`config.mk`:
```
export PLATFORM = sky130hd
export DESIGN_NAME = temp_conv_avg
export DESIGN_NICKNAME = d
export VERILOG_FILES = /design/src/rtl/temp_pkg.sv /design/src/rtl/temp_avg_win.sv /design/src/rtl/temp_conv_avg.sv
export SDC_FILE = /design/constraint.sdc
export NUM_CORES = 1
export LEC_CHECK = 0
export ABC_AREA = 1
export BUFFER_PORTS_ARGS = -buffer_cell sky130_fd_sc_hd__buf_2
export CORE_MARGIN = 8
export CORE_UTILIZATION = 60
export DETAILED_ROUTE_END_ITERATION = 8
export GPL_ROUTABILITY_DRIVEN = 0
export PLACE_DENSITY = 0.8
export SLEW_MARGIN = 40
export SYNTH_ARGS = -nofsm -noshare
export SYNTH_HDL_FRONTEND = slang
export SYNTH_SLANG_ARGS = --single-unit
```
`constraint.sdc`:
```
create_clock -name clk -period 4.2 [get_ports clk]
set_clock_uncertainty 0.2 [all_clocks]
set_input_delay 0.21 -clock clk [delete_from_list [all_inputs] [get_ports clk]]
set_output_delay 0.21 -clock clk [all_outputs]
set_load 0.02 [all_outputs]
```
`src/rtl/temp_pkg.sv`:
```
// Shared types and constants for the temperature conversion / averaging datapath.
// Raw codes are unsigned 16-bit sensor words; converted values are signed centi-degrees C.
package temp_pkg;

  typedef logic signed [15:0] centi_t;

  localparam logic [15:0] TEMP_MUL = 16'd17572;
  localparam centi_t      TEMP_OFS = 16'sd4685;

  localparam logic [15:0] FAULT_CODE_ZERO = 16'h0000;
  localparam logic [15:0] FAULT_CODE_ONES = 16'hFFFF;

  localparam centi_t MIN_RESET = 16'sh7FFF;
  localparam centi_t MAX_RESET = 16'sh8000;

  // Stuck-low and stuck-high bus words are what a dead sensor returns.
  function automatic logic is_fault(input logic [15:0] code);
    return (code == FAULT_CODE_ZERO) || (code == FAULT_CODE_ONES);
  endfunction

endpackage

```
`src/rtl/temp_avg_win.sv`:
```
// Power-of-two moving average over the converted samples: circular buffer,
// running sum, fill counter and a registered average output.
module temp_avg_win
  import temp_pkg::*;
#(
  parameter int AVG_LOG2 = 2
) (
  input  logic   clk,
  input  logic   rst_n,
  input  logic   in_valid,
  input  centi_t in_data,
  output logic   avg_valid,
  output centi_t avg_c
);

  localparam int WIN = 1 << AVG_LOG2;
  localparam int PW  = (AVG_LOG2 > 0) ? AVG_LOG2 : 1;
  localparam int SW  = 16 + AVG_LOG2;
  localparam int FW  = AVG_LOG2 + 1;

  localparam logic [PW-1:0] WPTR_LAST = PW'(WIN - 1);
  localparam logic [FW-1:0] FILL_FULL = FW'(WIN);

  centi_t                 win_buf_r [WIN];
  logic [PW-1:0]          wptr_r;
  logic [FW-1:0]          fill_r;
  logic signed [SW-1:0]   sum_r;
  logic                   sum_valid_r;

  logic signed [SW-1:0]   sum_next_s;
  logic [FW-1:0]          fill_next_s;
  logic [PW-1:0]          wptr_next_s;

  // Next running sum, fill level and write pointer for an accepted sample.
  always_comb begin
    sum_next_s  = sum_r + SW'(in_data) - SW'(win_buf_r[wptr_r]);
    fill_next_s = fill_r;
    wptr_next_s = wptr_r + PW'(1'b1);
    if (fill_r != FILL_FULL) begin
      fill_next_s = fill_r + FW'(1'b1);
    end else begin
      fill_next_s = fill_r;
    end
    if (wptr_r == WPTR_LAST) begin
      wptr_next_s = '0;
    end else begin
      wptr_next_s = wptr_r + PW'(1'b1);
    end
  end

  // Window state: buffer slot replaced, sum adjusted, pointer advanced.
  always_ff @(posedge clk or negedge rst_n) begin
    if (!rst_n) begin
      for (int i = 0; i < WIN; i++) begin
        win_buf_r[i] <= '0;
      end
      wptr_r      <= '0;
      fill_r      <= '0;
      sum_r       <= '0;
      sum_valid_r <= 1'b0;
    end else begin
      sum_valid_r <= in_valid && (fill_next_s == FILL_FULL);
      if (in_valid) begin
        win_buf_r[wptr_r] <= in_data;
        sum_r             <= sum_next_s;
        wptr_r            <= wptr_next_s;
        fill_r            <= fill_next_s;
      end
    end
  end

  // Average output; the arithmetic shift floors toward minus infinity.
  always_ff @(posedge clk or negedge rst_n) begin
    if (!rst_n) begin
      avg_valid <= 1'b0;
      avg_c     <= '0;
    end else begin
      avg_valid <= sum_valid_r;
      if (sum_valid_r) begin
        avg_c <= centi_t'(sum_r >>> AVG_LOG2);
      end
    end
  end

endmodule

```
`src/rtl/temp_conv_avg.sv`:
```
// Raw sensor code to centi-degrees C conversion with fault filtering,
// min/max tracking, windowed average and an over-temperature alarm.
module temp_conv_avg
  import temp_pkg::*;
#(
  parameter int     AVG_LOG2 = 2,
  parameter centi_t ALARM_HI = 16'sd4000,
  parameter centi_t ALARM_LO = 16'sd3500,
  parameter int     FAULT_W  = 8
) (
  input  logic               clk,
  input  logic               rst_n,
  input  logic               raw_valid,
  input  logic [15:0]        raw_data,
  input  logic               minmax_clr,
  output logic               temp_valid,
  output centi_t             temp_c,
  output logic               avg_valid,
  output centi_t             avg_c,
  output centi_t             temp_min,
  output centi_t             temp_max,
  output logic               alarm,
  output logic [FAULT_W-1:0] fault_cnt
);

  logic          fault_s;
  logic          accept_s;
  logic [15:0]   code_s;
  centi_t        temp_s;
  logic          reload_s;

  logic          s1_valid_r;
  logic [15:0]   prod_hi_r;
  logic          first_r;
  logic          clr_pend_r;

  // Cycle-0 classification and the status-bit mask.
  always_comb begin
    fault_s  = raw_valid && is_fault(raw_data);
    accept_s = raw_valid && !is_fault(raw_data);
    code_s   = {raw_data[15:2], 2'b00};
    temp_s   = centi_t'(prod_hi_r) - TEMP_OFS;
    reload_s = first_r || clr_pend_r || minmax_clr;
  end

  // S1: only the integer part of the fixed-point product is ever consumed.
  always_ff @(posedge clk or negedge rst_n) begin
    if (!rst_n) begin
      s1_valid_r <= 1'b0;
      prod_hi_r  <= '0;
    end else begin
      s1_valid_r <= accept_s;
      if (accept_s) begin
        prod_hi_r <= 16'((32'(code_s) * 32'(TEMP_MUL)) >> 5'd16);
      end
    end
  end

  // S2: converted sample and its valid pulse.
  always_ff @(posedge clk or negedge rst_n) begin
    if (!rst_n) begin
      temp_valid <= 1'b0;
      temp_c     <= '0;
    end else begin
      temp_valid <= s1_valid_r;
      if (s1_valid_r) begin
        temp_c <= temp_s;
      end
    end
  end

  // Min/max trackers; a pending clear or the first sample reloads both.
  always_ff @(posedge clk or negedge rst_n) begin
    if (!rst_n) begin
      temp_min   <= MIN_RESET;
      temp_max   <= MAX_RESET;
      first_r    <= 1'b1;
      clr_pend_r <= 1'b0;
    end else begin
      if (s1_valid_r) begin
        first_r    <= 1'b0;
        clr_pend_r <= 1'b0;
        if (reload_s) begin
          temp_min <= temp_s;
          temp_max <= temp_s;
        end else begin
          if (temp_s < temp_min) begin
            temp_min <= temp_s;
          end
          if (temp_s > temp_max) begin
            temp_max <= temp_s;
          end
        end
      end else if (minmax_clr) begin
        clr_pend_r <= 1'b1;
      end
    end
  end

  // Saturating count of rejected samples.
  always_ff @(posedge clk or negedge rst_n) begin
    if (!rst_n) begin
      fault_cnt <= '0;
    end else if (fault_s && (fault_cnt != {FAULT_W{1'b1}})) begin
      fault_cnt <= fault_cnt + {{(FAULT_W-1){1'b0}}, 1'b1};
    end
  end

  temp_avg_win #(
    .AVG_LOG2 (AVG_LOG2)
  ) u_avg (
    .clk       (clk),
    .rst_n     (rst_n),
    .in_valid  (temp_valid),
    .in_data   (temp_c),
    .avg_valid (avg_valid),
    .avg_c     (avg_c)
  );

  // Alarm with hysteresis, re-evaluated on each new average.
  always_ff @(posedge clk or negedge rst_n) begin
    if (!rst_n) begin
      alarm <= 1'b0;
    end else if (avg_valid) begin
      if (avg_c >= ALARM_HI) begin
        alarm <= 1'b1;
      end else if (avg_c < ALARM_LO) begin
        alarm <= 1'b0;
      end
    end
  end

endmodule

```
==> out/qor.csv <==
metric,value,unit
final setup margin,0.607,ns
die width,160,microns
Setup CP Type,flip-flop to flip-flop,
max capacitance violation total,0,
Synth top cells by count,"nand2_1 (352), inv_1 (228), o21ai_0 (165)",
Final Hold Viols,0,
outcome,finished clean,
Clock Path Buffers,2,
Post-Place Worst Slack,0.251,ns
final setup violation count,0,
FF/Latch Area,4560,sq um
drc violations,0,
Period minus WS final,3.59,ns
number of port buffers,94,
most common cell in the netlist,nand2_1,
first-pass GRT wire length,51.4,mm
CTS buffer count,17,
Multi-input gate area,6790,sq um
"critical path, cell by cell",inv_1 -> ha_1 -> nand3b_1 -> nand2_1 -> nand2_1 -> nand2_1 -> o21ai_2 -> nand2_1 -> xor2_2 -> ha_1 -> nand2_1 -> nor2_2 -> nand2_1 -> inv_1 -> nand2_1 -> nand2_1 -> nand2_1 -> nand3_2 -> nand2_4 -> nand2_4 -> nand2_1 -> nand2_1,
Crit Path Max Fanout,17,
met3 global-route usage,3.73,%
Worst Setup End Kind,flip-flop,
dominant cells by area after synthesis,"dfrtp_1 (33%), ha_1 (14%), nand2_1 (11%), inv_1 (6.9%), o21ai_0 (6.7%)",
final net count,1828,
GR Overflow Total,0,
most used routing layer,met2,
Mapped Nets,1727,
Die H,160,microns
Layout area overhead,11.8,%
Ys Warns,0,
fin. max-slew vios,0,
cts repair resizes,0,
Layout fillers,1648,
First-pass DRT Iterations,5,
row count,52,
area share of the largest cell type after synthesis,33.2,%
initial antenna violation count,0,
CORE AREA,20200,sq um
critical path startpoint category,flip-flop,
Synth cell types,47,
asr flop ratio synth,100,%
Reg2Reg Depth,22,
CTS tree,yes,
vias in the first global route,10600,
Post-Route WL,30.5,mm
Starting Density,61.2,%
crit path max-delay cell type,xor2_2,
Max-slew headroom,43.9,%
Post-DP HPWL,23.3,mm
critical path's largest stage delay,0.40,ns
layout cell share with drive strength beyond 1,11.5,%
Iteration-0 DRC Markers,816,
RSZ-0062 raised after global routing,no,
worst skew pair latency,0.43,ns
post-route ant nets,0,
Worst path most repeated cell,nand2_1,
area of the die,25500,sq um
Routed wire per std cell,15.9,microns
Tightest Pin Transition,0.842,ns
postcts setup bufs,0,
synthesized flop and latch total,181,
f_max,278,MHz
Syn Std Cell Area,12400,sq um
clk root buf,clkbuf_16,
Arrival @ worst endpoint,3.72,ns
met2 Use GR,40.6,%
worst min path class,input port to async pin,
Via Count,10700,
largest net degree at the start of global routing,97,
Global Route Usage Sum,24.2,%
"CTS clk-pin slew, worst paths",0.07,ns
setup_tns,0,ns
number of synthesized flops with an enable pin,0,
CP required,4.32,ns
diode count,0,
dominant cell type by area after synthesis,dfrtp_1,
register area share after synthesis,36.8,%
vias per inst,5.57,
Post-synth top flop,dfrtp_1,
Post-Syn Area per Cell,8.08,sq um
final period utilization,85.6,%
# IOs,95,
htree depth,4,
met1 Track Usage GR,30.6,%
number of hold buffers added after CTS,3,
CTS Sinks,181,
Syn Inst Count,1532,
==> area by class of cell <==
class                      count  share of cell area, %
multi-input combinational   1080                   49.1
sequential                   181                   32.9
inverter                     230                   6.24
timing repair buffer         123                   5.10
clock buffer                  19                   3.13
tap                          270                   2.44
clock inverter                13                   1.09
==> flip-flops by register name (all words and copies together), names as in the netlist, 2 cells and up <==
name	cells
u_avg.win_buf_r	64
u_avg.sum_r	18
temp_c	16
temp_max	16
temp_min	16
u_avg.avg_c	16
prod_hi_r	15
fault_cnt	8
u_avg.fill_r	3
u_avg.wptr_r	2
==> worst max-delay path: cells and delay by family (launching register included) <==
family / cells / cell delay [ns]
AO/OA/AOI/OAI: 1 / 0.15
XOR/XNOR: 1 / 0.40
adder cells (fa/ha/maj): 2 / 0.53
buffers and inverters: 2 / 0.18
flip-flops: 1 / 0.39
AND/OR/NAND/NOR: 16 / 1.63
==> metal layers <==
metal  wire length, microns  up-vias
met5                      0        -
met4                   1030        0
met3                   1710       69
met2                  14800      389
met1                  13000     5040
li1                       -     5177
==> stage by stage <==
stage	cells	hold WS, ns	util (%)	area [sq um]
6_report	1916	0.169	68.4	13800
5_1_grt	1916	0.244	68.4	13800
4_1_cts	1916	0.153	68.4	13800
3_5_place_dp	1881	0.0771	65.3	13200
3_3_place_gp	1881	0.153	65.3	13200
2_1_floorplan	1532	-0.286	-	12400
==> cell families (layout without fill, tap and decap cells) <==
| kind of cell | Yosys count | after routing | synth area share (%) |
|---|---|---|---|
| xor gates and xnor gates | 29 | 29 | 2.11 |
| DFF | 181 | 181 | 36.8 |
| adders and majority gates | 175 | 175 | 20.2 |
| AOI/OAI and AO/OA | 286 | 286 | 12.4 |
| and+or+nand+nor | 590 | 590 | 20.1 |
| buffers and inverters | 271 | 385 | 8.45 |
==> cells in the final DEF, fill, tap and decap left out, types with 3 or more instances in the layout <==
cell type	count
nand2_1	351
inv_1	228
o21ai_0	165
dfrtp_1	162
ha_1	134
nor2_1	99
buf_2	93
nand3_1	86
a21oi_1	68
fa_1	41
buf_4	26
xor2_1	18
o22ai_1	17
clkbuf_16	17
dfstp_2	17
nand4_1	12
nor3_1	11
xnor2_1	10
a21o_1	8
nor4_1	6
nand3b_1	5
o21ai_1	5
nand2_4	4
clkinv_4	4
o21a_1	3
nor2_2	3
nor3_2	3
nand2_2	3
o211ai_1	3
a31oi_1	3
o21bai_1	3
a21boi_0	3
clkinv_2	3
dlygate4sd3_1	3
==> worst paths after layout <==
kind	slack (ns)	startpoint	end
min in group clk	0.17	raw_data[0]	fault_cnt[7]
max reg2reg	0.61	prod_hi_r[0]	temp_max[5]
min reg2reg	0.25	first_r	first_r
max	0.61	prod_hi_r[0]	temp_max[5]
max in group asynchronous	2.73	rst_n	temp_min[10]
min	0.17	rst_n	temp_max[2]
Power is not shown: default switching activity piles up to over one toggle a cycle in this logic, so the estimate is an artifact.
